<file path="config.mk">
export PLATFORM = sky130hd
export DESIGN_NAME = regfile_mp
export DESIGN_NICKNAME = d
export VERILOG_FILES = /design/src/rtl/regfile_pkg.sv /design/src/rtl/regfile_pend_ctr.sv /design/src/rtl/regfile_mp.sv
export SDC_FILE = /design/constraint.sdc
export NUM_CORES = 2
export LEC_CHECK = 0
export CAP_MARGIN = 5
export CORE_MARGIN = 2
export CORE_UTILIZATION = 57
export CTS_CLUSTER_SIZE = 30
export DETAILED_ROUTE_END_ITERATION = 10
export GPL_ROUTABILITY_DRIVEN = 0
export HOLD_SLACK_MARGIN = 0.15
export PLACE_DENSITY = 0.77
export SKIP_LAST_GASP = 1
export SLEW_MARGIN = 20
export SYNTH_ARGS = -nofsm -noshare
export SYNTH_HDL_FRONTEND = slang
export SYNTH_HIERARCHICAL = 1
export SYNTH_SLANG_ARGS = --single-unit
export TNS_END_PERCENT = 100
</file>
<file path="constraint.sdc">
create_clock -name clock -period 32.1 [get_ports clock]
set_input_delay 4.815 -clock clock [delete_from_list [all_inputs] [get_ports clock]]
set_output_delay 4.815 -clock clock [all_outputs]
set_load 0.01 [all_outputs]
</file>
<file path="src/rtl/regfile_pkg.sv">
// Shared constants for the multi-port register file and the decode hazard logic.
// REG_ZERO is the hard-wired zero register index.
package regfile_pkg;

    localparam int DEF_DATA_W = 32;
    localparam int DEF_ADDR_W = 5;
    localparam int DEF_NUM_RD = 2;
    localparam int DEF_PEND_W = 2;
    localparam int REG_ZERO   = 0;

endpackage

</file>
<file path="src/rtl/regfile_pend_ctr.sv">
// Saturating up/down pending-write counter for a single register.
// It never wraps: an increment at full or a decrement at zero is ignored.
module regfile_pend_ctr
    import regfile_pkg::*;
#(
    parameter int PEND_W = DEF_PEND_W
) (
    input  logic              clock,
    input  logic              reset,
    input  logic              inc,
    input  logic              dec,
    output logic [PEND_W-1:0] count,
    output logic              nonzero,
    output logic              full
);

    logic doInc;
    logic doDec;

    assign full    = &count;
    assign nonzero = |count;
    assign doInc   = inc && !full;
    assign doDec   = dec && nonzero;

    // A simultaneous accepted claim and release cancel out.
    always_ff @(posedge clock or posedge reset) begin
        if (reset) begin
            count <= '0;
        end else if (doInc && !doDec) begin
            count <= count + PEND_W'(1);
        end else if (doDec && !doInc) begin
            count <= count - PEND_W'(1);
        end
    end

endmodule

</file>
<file path="src/rtl/regfile_mp.sv">
// Multi-read-port register file with write-first bypass, async clear and a
// per-register pending-write scoreboard for RAW hazard detection in decode.
module regfile_mp
    import regfile_pkg::*;
#(
    parameter int DATA_W = DEF_DATA_W,
    parameter int ADDR_W = DEF_ADDR_W,
    parameter int NUM_RD = DEF_NUM_RD,
    parameter int PEND_W = DEF_PEND_W
) (
    input  logic                     clock,
    input  logic                     reset,
    input  logic                     we,
    input  logic [ADDR_W-1:0]        wr_addr,
    input  logic [DATA_W-1:0]        wr_data,
    input  logic                     wr_release,
    input  logic [NUM_RD*ADDR_W-1:0] rd_addr,
    output logic [NUM_RD*DATA_W-1:0] rd_data,
    output logic [NUM_RD-1:0]        rd_busy,
    input  logic                     claim_en,
    input  logic [ADDR_W-1:0]        claim_addr,
    output logic                     claim_err,
    output logic                     pend_any
);

    localparam int DEPTH = 2 ** ADDR_W;
    localparam logic [ADDR_W-1:0] ZERO_ADDR = ADDR_W'(REG_ZERO);

    logic [DATA_W-1:0]             regs [DEPTH];
    logic [DEPTH-1:0][PEND_W-1:0]  cnt;
    logic [DEPTH-1:0]              cntNonzero;
    logic [DEPTH-1:0]              cntFull;
    logic                          relValid;

    assign relValid = we && wr_release;

    always_ff @(posedge clock or posedge reset) begin
        if (reset) begin
            for (int r = 0; r < DEPTH; r++) begin
                regs[r] <= '0;
            end
        end else if (we && wr_addr != ZERO_ADDR) begin
            regs[wr_addr] <= wr_data;
        end
    end

    // Register zero has no counter, so it can never become busy or saturate.
    assign cnt[0]        = '0;
    assign cntNonzero[0] = 1'b0;
    assign cntFull[0]    = 1'b0;

    for (genvar r = 1; r < DEPTH; r++) begin : gPend
        regfile_pend_ctr #(
            .PEND_W (PEND_W)
        ) uCtr (
            .clock   (clock),
            .reset   (reset),
            .inc     (claim_en && claim_addr == ADDR_W'(r)),
            .dec     (relValid && wr_addr == ADDR_W'(r)),
            .count   (cnt[r]),
            .nonzero (cntNonzero[r]),
            .full    (cntFull[r])
        );
    end

    assign pend_any = |cntNonzero;

    always_ff @(posedge clock or posedge reset) begin
        if (reset) begin
            claim_err <= 1'b0;
        end else begin
            claim_err <= claim_en && claim_addr != ZERO_ADDR && cntFull[claim_addr];
        end
    end

    // Reset gating keeps the bypass path from leaking wr_data while clearing.
    for (genvar i = 0; i < NUM_RD; i++) begin : gRead
        logic [ADDR_W-1:0] addr;
        logic              bypass;
        logic              lastRelease;

        assign addr        = rd_addr[i*ADDR_W +: ADDR_W];
        assign bypass      = we && wr_addr == addr;
        assign lastRelease = relValid && wr_addr == addr && cnt[addr] == PEND_W'(1);

        assign rd_data[i*DATA_W +: DATA_W] =
            (reset || addr == ZERO_ADDR) ? '0 :
            bypass                       ? wr_data :
                                           regs[addr];

        assign rd_busy[i] = !reset && cntNonzero[addr] && !lastRelease;
    end

endmodule

</file>
Word-level counts from Yosys, hierarchy flattened. Cells that the tools add are included.

Bits of input ports: 57. Flip-flop bits (word level): 1087.

Multiplexer cells: 85. Reductions and logical operators: 397. Bitwise gates (word level): 3. Add/subtract/negate cells: 62. Eq/ne operators: 66. Magnitude comparators: 7.

Operator list (number): 1024-bit bitwise mux (1); 32-bit binary-select mux with 5-bit select (2); 32-bit 2-to-1 mux (9); 1-bit logical AND (201); 32-bit demux with 5-bit select (1); 5-bit equality test, second input constant (32); 2-bit 2-to-1 mux (64); 1-bit zero test (96); 5-bit by 4-bit equality test with 1-bit output, second input constant (16); 2-bit by 1-bit adder with 2-bit output, second input constant (31); 2-bit AND reduction (31); 2-bit nonzero test (31); 2-bit OR reduction (31); 62-bit OR reduction (1); 2-bit by 1-bit subtractor with 2-bit output, second input constant (31); 5-bit by 3-bit equality test with 1-bit output, second input constant (8); 2-bit binary-select mux with 5-bit select (2); 5-bit by 2-bit equality test with 1-bit output, second input constant (4); 6-bit greater-or-equal comparator, second input constant (3); 5-bit by 6-bit < comparator with 1-bit output, second input constant (3); 5-bit inverter with 6-bit output (3); 1-bit binary-select mux with 5-bit select (3); 5-bit by 1-bit equality test with 1-bit output, second input constant (2); 5-bit equality test (2); other kinds (6) (12).

Logic depth before layout (Yosys ltp).
Depth after elaboration: 7. Gate-level depth with buffers: 11. Depth with buffers taken out: 9.

Cells and area by module. The synthesis kept the hierarchy.

Modules (own cells, without submodules): regfile_mp (cells an instance 3711, area each 56579.3 sq um, seq. area each 25649.6 sq um, instances 1); regfile_pend_ctr (cells an instance 12, area each 120.1 sq um, seq. area each 50.0 sq um, instances 31).

Worst setup path before layout. Ideal clock, no wire load.

Path kind: input to output. From: input port reset. To: output port rd_data[30]. Cell stages on the path: 3. Data arrival time: 29.714 ns. Data required time: 27.285 ns. Path buffers: 0. Slack: -2.429 ns. Cell sequence: inv_1 nand2_1 a211oi_1.

Longest elaborated chain between the ends: 2.

RTL lines: start: declaration (RTL line regfile_mp.sv:12) `input logic reset,`; 1-bit logical OR (RTL line regfile_mp.sv:87) `(reset || addr == ZERO_ADDR) ? '0 :`; 32-bit 2-to-1 mux (RTL line regfile_mp.sv:87); end: declaration (RTL line regfile_mp.sv:18) `output logic [NUM_RD*DATA_W-1:0] rd_data,`.

Every way passes these cells.

Worst setup path after layout.
From: input port rd_addr[6]. To: output port rd_data[51].

Longest elaborated chain between the ends: 6. Elaborated cells on any way between the ends: 10. Classes of those cells: 1 x eq/ne; 5 x mux; 1 x bitwise; 3 x reduce/logical.

RTL lines: start: declaration (RTL line regfile_mp.sv:17) `input logic [NUM_RD*ADDR_W-1:0] rd_addr,`; 5-bit inverter with 6-bit output (implied by the code) (RTL line regfile_mp.sv:89) `regs[addr];`; 32-bit binary-select mux with 5-bit select (RTL line regfile_mp.sv:89); 32-bit 2-to-1 mux (implied by the code) (2 in a row) (RTL line regfile_mp.sv:89); 32-bit 2-to-1 mux (RTL line regfile_mp.sv:88) `bypass ? wr_data :`; 32-bit 2-to-1 mux (*) (RTL line regfile_mp.sv:87).

Every way passes the cells marked *; elsewhere a longest branch is shown, timed or not. The select of a mux whose other input is x is not followed.

==> results.yml <==
sta:
  slew_headroom: 0.272
  rsz0062_at_grt: "false"
  period_share: 0.446
  setup_ws_ns: 17.77
  fin_skew_ns: 0.00627
  fin_crit_ns: 14.33
  setup_viol: 0
  hold-worst-slack_ns: 0.395
  max_freq_ghz: 0.0698
  tns_ns: 0
  worst_pin_slew_ns: 1.09
  drv_slew: 0
  final-hold-violation-count: 0
setup_path:
  cp_common_cell: "buf_4"
  crit_path_start_kind: "primary input"
  required_ns: 27.28
  worstPathArrival_ns: 9.52
  crit_fanout: 60
  crit_slowest_cell: "buf_4"
  cpPeakStageDelay_ns: 0.87
  crit_path_end_kind: "output pin"
  path_class: "in -> out"
  cp_cell_sequence: "buf_8 > buf_4 > buf_4 > buf_4 > mux4_2 > mux4_2 > o211ai_1 > nand2_1 > clkdlybuf4s50_1"
synthesis:
  synth-async-reset-ratio: 1.00
  syn_nets: 4171
  synth_cell_types: 53
  syn_area_per_cell_um2: 14.8
  syn_inst: 4083
  synth_seq_area_share: 0.451
  yosysMostFrequentCell: "dfrtp_1"
  ys_seq_elements: 1087
  synthTopCellsByArea: "dfrtp_1 45%, mux4_2 23%, mux2_2 19%"
  synth_area_leader_cell: "dfrtp_1"
  synth_area_um2: 60300
  synth.top_cells.by_count: "1,087 x dfrtp_1, 1,003 x mux2_2, 627 x mux4_2, 215 x clkbuf_1, 175 x nor2_1"
  synth-edff-count: 0
  yosysWarnings: 6
  synth_top_area_share: 0.451
  yosys_most_used_dff: "dfrtp_1"
cells_and_area:
  layout-drive-gt1-share: 0.491
  nNetsFinal: 4068
  post-route-cell-area_um2: 66400
  area_delta_synth_final_pct: 10.1
detailed_routing:
  vias_per_cell: 6.94
  drt-pass1-iter-count: 6
  drt-initial-drc-count: 4020
  drcViolationCount: 0
  ant_nets: 0
  routedWlPerCell_um: 30.8
  via_count: 38000
  drt_wl_total_mm: 168
clock_network:
  cts_setup_buffers: 0
  clkSinkCount: 1087
  cts_tree: "done"
  cts_inserted_buffers: 113
  clk_latency_ns: 0.71
  cts_root_buf: "clkbuf_16"
  cts-resized-gates: 0
  ctsLongestPathBuffers: 3
  htreeDepth: 3
  cts_hold_buffers: 0
  cts.clk_slew.worst_paths_ns: 0.06
power_and_ir_drop:
  power_mw: 4.28
  vdd_drop_max_uv: 51.3
  p_per_area_nw_per_um2: 64.5
  p_leak_nw: 28.4
place:
  place_hpwl_mm: 91.0
  place_area_um2: 62300
  io_buffers: 124
  post-place-ws_ns: 17.73
worst_hold_path:
  hp-class: "reg -> reg"
floorplan:
  dieArea_um2: 108000
  die_x_um: 329
  io-pin-count: 125
  start_util: 0.574
  core-area_um2: 105000
  rows: 119
  fp.dieH_um: 329
global_routing:
  grt_pass1_wl_mm: 255
  grt_usage: 0.318
  grt_pass1_vias: 39300
  overflow: 0
  grt_antenna_before_repair: 3
  grt_max_degree: 185
outcome:
  status: "complete, no violations"
job:
  cap_viol_max_count: 0
## flip-flops by register name (all words and copies together), names as in the netlist
name / count
regs: 1024
gPend.uCtr/count: 62
claim_err: 1
## where the power goes
group / internal [mW] / switching (mW)
Combinational: 0.593 / 0.371
Clock: 0.851 / 0.574
Sequential: 1.66 / 0.236
Total: 3.10 / 1.18
## placed cells by master (no fill, tap or decap), types with 12 or more instances in the layout
cell	instances
nor2_1	163
bufinv_16	16
dfrtp_1	1087
nand2b_1	15
nor2b_1	47
xnor2_1	36
nor2_4	12
a21oi_1	13
xor2_1	67
mux2i_1	49
o22ai_1	64
and2_2	31
mux4_2	627
buf_4	79
clkbuf_16	116
or2_1	31
inv_1	44
ha_1	31
nand3_1	12
nand2_1	126
nor3b_1	14
clkdlybuf4s50_1	109
clkbuf_8	27
mux2_2	1003
a211oi_1	35
clkbuf_1	12
clkinv_2	32
o211ai_1	40
## critical path: cells and delay by family
family / cells / cell delay [ns]
AO/OA/AOI/OAI: 1 / 0.19
multiplexers: 2 / 1.09
buffers and inverters: 5 / 3.05
AND/OR/NAND/NOR: 1 / 0.19
## final timing paths
| path | endpoint | cells past startpoint | from | slack [ns] |
|---|---|---|---|---|
| setup / recovery | rd_data[51] | 9 | rd_addr[6] | 17.77 |
| hold / removal | regs[994] | 0 | regs[994] | 0.40 |
| setup reg to reg | claim_err | 5 | gPend[22].uCtr/count[0] | 30.03 |
| hold reg to reg | regs[994] | 0 | regs[994] | 0.40 |
| max in group asynchronous | regs[783] | 6 | reset | 23.83 |
| min in group asynchronous | gPend[13].uCtr/count[1] | 3 | reset | 4.61 |
## per-stage QoR
| step | std cells | utilization |
|---|---|---|
| 4_1_cts | 5468 | 0.632 |
| 2_1_floorplan | 4083 | - |
| 3_5_place_dp | 5255 | 0.593 |
| 5_1_grt | 5470 | 0.632 |
| 6_report | 5471 | 0.632 |
| 3_3_place_gp | 5253 | 0.593 |
## layout make-up
class	count	area (um2)
fillers	7594	38700
multi-input cells	2522	31200
flip-flops and latches	1087	27200
clock buffers	155	3320
repair buffers	210	1990
well taps	1391	1740
clock inverters	58	753
inverters	46	179
diodes	2	5.00
## layer usage
metal,vias up,wire length [um],GRT usage,share of wire
met1,20500,65800,0.439,0.39
met3,359,15200,0.0698,0.090
met4,0,5960,0.115,0.035
met2,1802,81400,0.504,0.48
met5,-,0,0,0
li1,15300,-,-,-
## cells by family (layout without fill, tap and decap cells)
| group | Yosys count | in the layout | share of synthesized area |
|---|---|---|---|
| buffers and inverters | 474 | 469 | 0.0348 |
| flip-flops | 1087 | 1087 | 0.451 |
| other | 0 | 2 | 0 |
| XOR/XNOR | 103 | 103 | 0.0150 |
| multiplexers | 1679 | 1679 | 0.430 |
| AND/OR/NAND/NOR | 520 | 520 | 0.0417 |
| AO/OA/AOI/OAI | 189 | 189 | 0.0214 |
| adder cells (fa/ha/maj) | 31 | 31 | 0.00643 |
(Power assumes the default switching activity.)
